[config.mk]
export PLATFORM = sky130hd
export DESIGN_NAME = pmt_fifo_sync
export DESIGN_NICKNAME = d
export VERILOG_FILES = /design/src/rtl/pmt_fifo_sync.sv
export SDC_FILE = /design/constraint.sdc
export NUM_CORES = 1
export LEC_CHECK = 0
export ABC_AREA = 1
export CORE_AREA = 10 10 78 87
export CTS_BUF_LIST = sky130_fd_sc_hd__clkbuf_8
export DETAILED_ROUTE_END_ITERATION = 6
export DIE_AREA = 0 0 88 97
export PLACE_DENSITY_LB_ADDON = 0.15
export SLEW_MARGIN = 40
export SYNTH_ARGS = -nofsm -noshare
export SYNTH_HDL_FRONTEND = slang
export SYNTH_SLANG_ARGS = --single-unit
[constraint.sdc]
create_clock -name clk -period 6 [get_ports clk]
set_input_delay 1.2 -clock clk [delete_from_list [all_inputs] [get_ports clk]]
set_output_delay 1.2 -clock clk [all_outputs]
set_load 0.005 [all_outputs]
[src/rtl/pmt_fifo_sync.sv]
// pmt_fifo_sync: DEPTH-stage permit-gated token pipeline with drive/free handshake on both ends.
module pmt_fifo_sync #(
  parameter int DEPTH = 4,
  parameter int WIDTH = 8,
  localparam int CW = $clog2(DEPTH + 1)
) (
  input  logic             clk,
  input  logic             rst,
  input  logic             i_drive,
  input  logic [WIDTH-1:0] i_data,
  output logic             o_free,
  input  logic [DEPTH-1:0] pmt,
  input  logic             i_freeNext,
  output logic             o_driveNext,
  output logic [WIDTH-1:0] o_data,
  output logic [DEPTH-1:0] o_fire,
  output logic [CW-1:0]    o_count,
  output logic             o_overflow
);
  logic [DEPTH-1:0] full_q, full_d, fire_q, fire_d, leave, ready, cap;
  logic [WIDTH-1:0] data_q [DEPTH];
  logic [WIDTH-1:0] data_d [DEPTH];
  logic [CW-1:0]    count_q, count_d;
  logic             ovf_q, ovf_d;
  // Tail-to-head: a stage is ready when empty or when its token leaves this cycle.
  always_comb begin
    leave = '0;
    ready = '0;
    cap = '0;
    leave[DEPTH-1] = full_q[DEPTH-1] & i_freeNext;
    for (int k = DEPTH - 1; k > 0; k--) begin
      ready[k] = ~full_q[k] | leave[k];
      cap[k] = full_q[k-1] & pmt[k] & ready[k];
      leave[k-1] = cap[k];
    end
    ready[0] = ~full_q[0] | leave[0];
    o_free = pmt[0] & ready[0];
    cap[0] = i_drive & o_free;
    full_d = (full_q & ~leave) | cap;
    data_d[0] = cap[0] ? i_data : data_q[0];
    for (int k = 1; k < DEPTH; k++) data_d[k] = cap[k] ? data_q[k-1] : data_q[k];
    fire_d = cap;
    count_d = count_q + CW'(cap[0]) - CW'(leave[DEPTH-1]);
    ovf_d = ovf_q | (i_drive & ~o_free);
  end
  always_ff @(posedge clk) begin
    if (rst) begin
      full_q <= '0;
      fire_q <= '0;
      count_q <= '0;
      ovf_q <= 1'b0;
      for (int k = 0; k < DEPTH; k++) data_q[k] <= '0;
    end else begin
      full_q <= full_d;
      fire_q <= fire_d;
      count_q <= count_d;
      ovf_q <= ovf_d;
      for (int k = 0; k < DEPTH; k++) data_q[k] <= data_d[k];
    end
  end
  assign o_driveNext = leave[DEPTH-1];
  assign o_data = data_q[DEPTH-1];
  assign o_fire = fire_q;
  assign o_count = count_q;
  assign o_overflow = ovf_q;
endmodule

==> results of run 1 <==
[cells by family (layout without fill, tap and decap cells)]
group | Yosys count | in the layout
fa+ha+maj | 3 | 3
buf+inv | 49 | 79
simple gates | 86 | 86
flops | 44 | 44
xor+xnor | 1 | 1
compound gates | 38 | 38
[per-stage QoR]
stage	cell area, um2	instances	worst slack (ns)
floorplan	1704	221	2.857
global placement	2044	301	1.462
detailed placement	2044	301	1.414
CTS	2135	309	1.399
global route	2135	309	1.141
finish	2135	309	1.456
[cell type report]
class | instances | area [um2]
Clock buffer | 6 | 82.58
Clock inverter | 2 | 7.507
Fill cell | 560 | 2831
Inverter | 38 | 142.6
Multi-Input combinational cell | 128 | 618.1
Sequential cell | 44 | 880.8
Tap cell | 58 | 72.57
Timing Repair Buffer | 33 | 330.3
[sequential cells by signal, summed over array words and instances, names as in the netlist]
name,cells
o_count,3
full_q,4
o_fire,4
data_q,32
o_overflow,1
[report_power, final]
part           total (uW)  switching (uW)  internal [uW]
registers             311            5.45            306
clock network         181            90.6           90.5
logic                62.7            32.0           30.6
[per-layer routing]
| layer | GRT usage [%] | wire (um) | vias to the layer above |
|---|---|---|---|
| met5 | 0 | 0 | - |
| met1 | 8.835 | 1483 | 511 |
| met4 | 3.301 | 51 | 0 |
| met3 | 3.183 | 245 | 5 |
| met2 | 11.10 | 1243 | 28 |
| li1 | - | - | 734 |
[cells in the mapped netlist, drive strengths merged]
cell type / number / area (um2)
inv: 38 / 142.6
xor2: 1 / 8.760
nor2: 47 / 176.4
o21ai: 25 / 125.1
ha: 2 / 25.02
nand2: 30 / 137.6
a21oi: 13 / 65.06
clkbuf: 4 / 15.01
fa: 1 / 20.02
nand3: 1 / 10.01
dfxtp: 44 / 880.8
nand4: 8 / 50.05
buf: 7 / 47.54
[how the worst min path moves through the flow]
stage,slack [ns],to,cells after the start,from
4_1_cts,0.47,data_q[1][0]$_SDFFE_PP0P_,2,data_q[0][0]$_SDFFE_PP0P_
3_5_place_dp,0.45,data_q[1][0]$_SDFFE_PP0P_,2,data_q[0][0]$_SDFFE_PP0P_
2_1_floorplan,0.43,data_q[1][0]$_SDFFE_PP0P_,2,data_q[0][0]$_SDFFE_PP0P_
6_report,0.46,data_q[1][0]$_SDFFE_PP0P_,2,data_q[0][0]$_SDFFE_PP0P_
5_1_grt,0.48,data_q[1][0]$_SDFFE_PP0P_,2,data_q[0][0]$_SDFFE_PP0P_
3_3_place_gp,0.45,data_q[1][0]$_SDFFE_PP0P_,2,data_q[0][0]$_SDFFE_PP0P_
[worst register-to-register path, delay by kind of cell (launching register included)]
kind	cells	cell delay, ns
AOI/OAI and AO/OA	2	0.22
buffers and inverters	3	0.15
and+or+nand+nor	8	1.29
DFF	1	0.33
adders and majority gates	3	0.91
==> flow_metrics.env, run 1 <==
export IMPL_status="finished clean"
export IMPL_grt_pass1_wl_mm=5.250
export IMPL_max_vdd_ir_drop_v=0.00009388
export IMPL_drc_errors=0
export IMPL_ys_seq_area_share_pct=51.69
export IMPL_rr_endpoint="o_count[2]$_SDFF_PP0_"
export IMPL_synth_cells=221
export IMPL_min_period_over_period_pct=75.74
export IMPL_final_setup_viol_count=0
export IMPL_antenna_found_initial=0
export IMPL_diodes=0
export IMPL_yosys_area_share_simple_pct=21.95
export IMPL_synthDistinctLibCells=18
export IMPL_die_area_um2=8536
export IMPL_path_delay_family="simple AND/OR/NAND/NOR gates"
export IMPL_cp_buffers_inverters=4
export IMPL_dp_hpwl_mm=2.213
export IMPL_synth_area_per_cell_um2=7.711
export IMPL_grt_overflow=0
export IMPL_critPathRequiredTime_ns=4.80
export IMPL_power_density_nw_per_um2=260.0
export IMPL_rsz0062_at_grt="false"
export IMPL_cts_clk_slew_worst_paths_ns=0.07
export IMPL_crit_chain="clkdlybuf4s50_1, inv_1, nand2_1, nand2_1, nand2_1, nand2_1, nand2_2, nand2_2, nand2_2, nand2_1, inv_1, clkdlybuf4s50_1"
export IMPL_grt_use_total_pct=7.403
export IMPL_cts_setup_buffers=0
export IMPL_cts_made_buffers=5
export IMPL_die_x_um=88
export IMPL_final_core_util_pct=42.98
export IMPL_max_slew_margin_pct=68.76
export IMPL_maxCapViolations=0
export IMPL_synth_compound_area_share_pct=11.16
export IMPL_final_cell_mix="nor2_1 (47), dfxtp_1 (44), inv_1 (38)"
export IMPL_cts_sinks=44
export IMPL_drt_total_wl_mm=3.024
export IMPL_grt_start_max_net_pins=35
export IMPL_initial_core_util_pct=34.32
export IMPL_layout_nets=269
export IMPL_syn_num_nets=240
export IMPL_syn2layout_area_growth_pct=25.26
export IMPL_ys_ff_latch=44
export IMPL_r2r_cells=16
export IMPL_wl_per_cell_um=9.786
export IMPL_cp_end_kind="output port"
export IMPL_max_freq_mhz=220.1
export IMPL_ctsHoldBuffers=0
export IMPL_die_h_um=97
export IMPL_crit_path_max_incr_delay_ns=0.49
export IMPL_cp_endpoint="o_free"
export IMPL_drive_gt1_share_pct=7.570
export IMPL_gp_congestion=0.6669
export IMPL_hp_class="reg -> reg"
export IMPL_rr_startpoint="full_q[2]$_SDFF_PP0_"
export IMPL_fin_setup_tns_ns=0
export IMPL_skew_ns=0.003498
export IMPL_startpoint="i_freeNext"
export IMPL_detail_route_first_pass_iterations=4
export IMPL_synth_area_um2=1704
export IMPL_clock_path_buffers=2
export IMPL_routed_via_density=4.136
export IMPL_postRouteAntennaNets=0
export IMPL_rows=27
export IMPL_leakage_uw=0.0009747
export IMPL_synthMuxAreaShare_pct=0
export IMPL_final_min_clock_period_ns=4.544
export IMPL_io_buffers=33
export IMPL_arrival_ns=3.34
export IMPL_clk_latency_ns=0.29
export IMPL_hold_viol=0
export IMPL_mostFrequentLayoutCell="nor2_1"
export IMPL_synth_top_family_by_area="simple AND/OR/NAND/NOR gates"
export IMPL_pin_count=34
export IMPL_cts_root_buf="clkbuf_8"
export IMPL_drt_iter0_markers=28
export IMPL_power_uw=554.9
export IMPL_yosys_warnings=0
export IMPL_criticalPathCategory="in -> out"
export IMPL_crit_cells=12
export IMPL_core_um2=4966
export IMPL_finalMaxSlewViolations=0
export IMPL_startpoint_type="input port"
export IMPL_htreeDepth=2
export IMPL_cp_common_cell="nand2_1"
export IMPL_hold_slack_ns=0.4637
export IMPL_cts_tree="built"
export IMPL_cts_resized=0
export IMPL_r2r_slack_ns=2.98
export IMPL_tightest_slew_ns=0.4679
export IMPL_cp_max_fo=11
export IMPL_synth_xor_area_share_pct=0.5140
export IMPL_vias=1278
export IMPL_crit_slowest_cell="clkdlybuf4s50_1"
export IMPL_grt_pass1_vias=1185
export IMPL_synthAdderAreaFrac_pct=2.643
Power figures use the tool's default switching activity.
==> run 2: changes to the inputs <==
==> constraint.sdc (replaced) <==
create_clock -name clk -period 4.3 [get_ports clk]
set_input_delay 0.86 -clock clk [delete_from_list [all_inputs] [get_ports clk]]
set_output_delay 0.86 -clock clk [all_outputs]
set_load 0.005 [all_outputs]
==> run 2 against run 1 <==
Critical endpoint unchanged. Utilization grew 0.78 points. Die area is the same. Clock-buffer cell count is the same. First-iteration DRC count grew 71%. Cell area grew 1.8%. Combinational power grew 41%.
==> flow_metrics.env, run 2 (synthesis results as in run 1) <==
export IMPL_die_h_um=97
export IMPL_grt_pass1_wl_mm=5.623
export IMPL_pin_count=34
export IMPL_cts_clk_slew_worst_paths_ns=0.08
export IMPL_skew_ns=0.006124
export IMPL_fin_setup_tns_ns=0
export IMPL_arrival_ns=2.99
export IMPL_dp_hpwl_mm=2.251
export IMPL_drc_errors=0
export IMPL_syn2layout_area_growth_pct=27.53
export IMPL_drt_total_wl_mm=3.065
export IMPL_maxCapViolations=0
export IMPL_grt_overflow=0
export IMPL_diodes=0
export IMPL_cts_root_buf="clkbuf_8"
export IMPL_max_vdd_ir_drop_v=0.0001609
export IMPL_cp_end_kind="output port"
export IMPL_cts_resized=0
export IMPL_die_area_um2=8536
export IMPL_drt_iter0_markers=48
export IMPL_setup_slack_ns=0.4481
export IMPL_mostFrequentLayoutCell="nor2_1"
export IMPL_final_setup_viol_count=0
export IMPL_finalMaxSlewViolations=0
export IMPL_cts_sinks=44
export IMPL_layout_nets=270
export IMPL_grt_start_max_net_pins=35
export IMPL_rsz0062_at_grt="false"
export IMPL_max_freq_mhz=259.6
export IMPL_die_x_um=88
export IMPL_initial_core_util_pct=34.32
export IMPL_antenna_found_initial=0
export IMPL_critPathRequiredTime_ns=3.44
export IMPL_largest_reg_flops=32
export IMPL_grt_use_total_pct=7.937
export IMPL_io_buffers=33
export IMPL_power_density_nw_per_um2=390.9
export IMPL_tightest_slew_ns=0.4737
export IMPL_status="finished clean"
export IMPL_ctsHoldBuffers=0
export IMPL_max_slew_margin_pct=68.37
export IMPL_wl_per_cell_um=9.887
export IMPL_drive_gt1_share_pct=8.730
export IMPL_clock_path_buffers=2
export IMPL_nFillCells=525
export IMPL_postRouteAntennaNets=0
export IMPL_criticalPathCategory="in -> out"
export IMPL_leakage_uw=0.0009867
export IMPL_cts_tree="built"
export IMPL_rows=27
export IMPL_final_cell_mix="nor2_1 (47), dfxtp_1 (44), inv_1 (36)"
export IMPL_cts_made_buffers=5
export IMPL_final_min_clock_period_ns=3.852
export IMPL_detail_route_first_pass_iterations=4
export IMPL_startpoint_type="input port"
export IMPL_routed_via_density=4.190
export IMPL_grt_pass1_vias=1281
export IMPL_clk_latency_ns=0.30
export IMPL_place_ws_ns=0.3944
export IMPL_gp_congestion=0.7068
export IMPL_vias=1299
export IMPL_min_period_over_period_pct=89.58
export IMPL_top_register="data_q"
export IMPL_core_um2=4966
export IMPL_hold_viol=0
export IMPL_htreeDepth=2
export IMPL_hp_class="reg -> reg"
export IMPL_cts_setup_buffers=0
export IMPL_cp_max_fo=11
run 2: worst paths after layout:
check                                                  to  cells after the start                      start  slack, ns
worst max-delay path                               o_free                     12                 i_freeNext       0.45
worst min-delay path            data_q[1][0]$_SDFFE_PP0P_                      2  data_q[0][0]$_SDFFE_PP0P_       0.47
worst max register to register      o_count[2]$_SDFF_PP0_                     16       full_q[2]$_SDFF_PP0_       1.61
worst min register to register  data_q[1][0]$_SDFFE_PP0P_                      2  data_q[0][0]$_SDFFE_PP0P_       0.47
run 2: metrics by stage:
stage / area [um2] / utilization, % / cells / power [uW] / hold WS [ns]
CTS: 2173 / 43.76 / 310 / 865.0 / 0.4748
finish: 2173 / 43.76 / 310 / 849.6 / 0.4706
global route: 2173 / 43.76 / 310 / 895.1 / 0.4905
detailed placement: 2052 / 41.32 / 302 / 533.8 / 0.4597
global placement: 2052 / 41.32 / 302 / 533.2 / 0.4585
floorplan: 1704 / - / 221 / 500.0 / 0.4292
run 2: routing by layer:
metal  track usage [%]  vias up  share of wire, %
met1             8.781      526                48
met2             12.56       29                42
met3             3.266        5               8.3
met4             4.034        0               1.5
met5                 0        -                 0
li1                  -      739                 -
run 2: power breakdown:
group	switching [uW]	internal, uW
sequential	7.73	427
clock	137	190
combinational	44.8	43.5
total	190	660
run 2: final cells by class:
class	count	area (um2)	area share, %
Clock buffer	6	82.58	3.800
Clock inverter	2	38.79	1.785
Tap cell	58	72.57	3.339
Sequential cell	44	880.8	40.53
Timing Repair Buffer	34	337.8	15.54
Multi-Input combinational cell	128	618.1	28.44
Inverter	38	142.6	6.563
run 2: worst max-delay path: stages:
cell and delay (ns):
clkdlybuf4s50_1 0.47, inv_1 0.04, nand2_1 0.07, nand2_1 0.18, nand2_1 0.13, nand2_1 0.20, nand2_2 0.13, nand2_2 0.08
nand2_2 0.17, nand2_1 0.09, inv_1 0.06, clkdlybuf4s50_1 0.49
==> run 3: changes to the inputs <==
--- a/config.mk
+++ b/config.mk
@@ -6,10 +6,10 @@
 export NUM_CORES = 1
 export LEC_CHECK = 0
 export ABC_AREA = 1
-export CORE_AREA = 10 10 78 87
+export CORE_AREA = 10 10 74 82
 export CTS_BUF_LIST = sky130_fd_sc_hd__clkbuf_8
 export DETAILED_ROUTE_END_ITERATION = 6
-export DIE_AREA = 0 0 88 97
+export DIE_AREA = 0 0 84 92
 export PLACE_DENSITY_LB_ADDON = 0.15
 export SLEW_MARGIN = 40
 export SYNTH_ARGS = -nofsm -noshare
==> run 3 against run 2 <==
Routed wire length down 2.9%. Combinational power about the same. Hold slack worse by 0.0015 ns. Clock skew down 0.0017 ns. Critical path type unchanged. Cell count down 0.97%. Highest routed layer unchanged. Sequential share of layout area up 0.88 points. Total power down 11%.
==> flow_metrics.env, run 3 (synthesis results as in run 1) <==
export IMPL_worstHoldStart="data_q[0][0]$_SDFFE_PP0P_"
export IMPL_r2r_slack_ns=1.63
export IMPL_maxCapViolations=0
export IMPL_r2r_cells=16
export IMPL_leakage_uw=0.0009705
export IMPL_cp_end_kind="output port"
export IMPL_cp_max_fo=11
export IMPL_status="finished clean"
export IMPL_core_um2=4489
export IMPL_htreeDepth=2
export IMPL_grt_pass1_wl_mm=5.437
export IMPL_crit_slowest_cell="clkdlybuf4s50_1"
export IMPL_placed_area_um2=2049
export IMPL_ctsHoldBuffers=0
export IMPL_cts_clk_slew_worst_paths_ns=0.07
export IMPL_routed_via_density=4.153
export IMPL_hold_path_depth=2
export IMPL_crit_path_max_incr_delay_ns=0.50
export IMPL_clock_path_buffers=2
export IMPL_critPathRequiredTime_ns=3.44
export IMPL_cp_common_cell="nand2_1"
export IMPL_cts_made_buffers=5
export IMPL_skew_ns=0.004437
export IMPL_vias=1275
export IMPL_drive_gt1_share_pct=7.968
export IMPL_dp_hpwl_mm=2.200
export IMPL_cts_tree="built"
export IMPL_cp_buffers_inverters=4
export IMPL_grt_start_max_net_pins=35
export IMPL_final_min_clock_period_ns=3.832
export IMPL_die_h_um=92
export IMPL_rows=26
export IMPL_fin_area_um2=2127
export IMPL_crit_chain="clkdlybuf4s50_1, inv_1, nand2_1, nand2_1, nand2_1, nand2_1, nand2_2, nand2_2, nand2_2, nand2_1, inv_1, clkdlybuf4s50_1"
export IMPL_mostFrequentLayoutCell="nor2_1"
export IMPL_finalMaxSlewViolations=0
export IMPL_wl_per_cell_um=9.691
export IMPL_top_register="data_q"
export IMPL_worstHoldEndpoint="data_q[1][0]$_SDFFE_PP0P_"
export IMPL_criticalPathCategory="in -> out"
export IMPL_rsz0062_at_grt="false"
export IMPL_min_period_over_period_pct=89.11
export IMPL_power_density_nw_per_um2=356.0
export IMPL_max_freq_mhz=261.0
export IMPL_die_area_um2=7728
export IMPL_antenna_found_initial=0
export IMPL_die_x_um=84
export IMPL_grt_pass1_vias=1300
export IMPL_path_delay_family="buffers and inverters"
export IMPL_layout_nets=270
export IMPL_gp_congestion=0.7033
export IMPL_rr_startpoint="full_q[2]$_SDFF_PP0_"
export IMPL_cts_root_buf="clkbuf_8"
export IMPL_drt_iter0_markers=48
export IMPL_arrival_ns=2.97
export IMPL_rr_endpoint="o_count[2]$_SDFF_PP0_"
export IMPL_drc_errors=0
export IMPL_cts_resized=0
export IMPL_startpoint_type="input port"
export IMPL_detail_route_first_pass_iterations=4
export IMPL_diodes=0
export IMPL_io_buffers=33
export IMPL_hp_class="reg -> reg"
export IMPL_final_cell_mix="nor2_1 (47), dfxtp_1 (44), inv_1 (37)"
export IMPL_cts_setup_buffers=0
export IMPL_postRouteAntennaNets=0
export IMPL_fin_setup_tns_ns=0
export IMPL_syn2layout_area_growth_pct=24.82
export IMPL_largest_reg_flops=32
export IMPL_final_setup_viol_count=0
export IMPL_hold_viol=0
export IMPL_drt_total_wl_mm=2.975
export IMPL_max_vdd_ir_drop_v=0.0001544
export IMPL_tightest_slew_ns=0.4550
export IMPL_grt_overflow=0
export IMPL_clk_latency_ns=0.29
export IMPL_grt_use_total_pct=8.312
export IMPL_max_slew_margin_pct=69.62
export IMPL_cts_sinks=44
export IMPL_initial_core_util_pct=37.96
export IMPL_pin_count=34
-- run 3: area by class of cell --
type	count	area, um2
Sequential cell	44	880.8
Timing Repair Buffer	34	337.8
Fill cell	484	2362
Multi-Input combinational cell	128	618.1
Tap cell	56	70.07
Clock buffer	5	68.82
Inverter	38	142.6
Clock inverter	2	8.758
-- run 3: routing by layer --
layer,vias up,global-route usage (%),wire (um),part of all wire (%)
li1,729,-,-,-
met1,516,8.633,1405,47
met2,27,13.62,1307,44
met3,3,4.336,241,8.1
met4,0,3.911,21,0.71
met5,-,0,0,0
-- run 3: per-stage QoR --
step	hold WS (ns)	worst slack, ns	total power, uW	cells	utilization [%]
floorplan	0.4292	1.574	500.0	221	-
global placement	0.4517	0.4609	532.7	300	45.65
detailed placement	0.4583	0.4432	533.4	300	45.65
CTS	0.4704	0.4288	769.3	307	47.38
global route	0.5026	0.1712	801.7	307	47.38
finish	0.4691	0.4683	757.2	307	47.38
-- run 3: worst max path at each step --
stage | slack (ns) | from | endpoint | depth (start not counted)
after floorplan | 1.57 | i_freeNext | o_count[2]$_SDFF_PP0_ | 17
after global placement | 0.46 | i_freeNext | o_free | 12
after detailed placement | 0.44 | i_freeNext | o_free | 12
after CTS | 0.43 | i_freeNext | o_free | 12
after global routing | 0.17 | i_freeNext | o_free | 12
final | 0.47 | i_freeNext | o_free | 12
-- run 3: worst register-to-register path: cells and delay by family (launching register included) --
kind / cells / cell delay, ns
buffers and inverters: 3 / 0.16
DFF: 1 / 0.34
adders and majority gates: 3 / 0.82
and+or+nand+nor: 8 / 1.04
AOI/OAI and AO/OA: 2 / 0.21
-- run 3: where the power goes --
group / internal, uW / switching, uW / total (uW)
logic: 43.5 / 44.5 / 88.0
clock network: 108 / 127 / 235
registers: 427 / 7.75 / 434
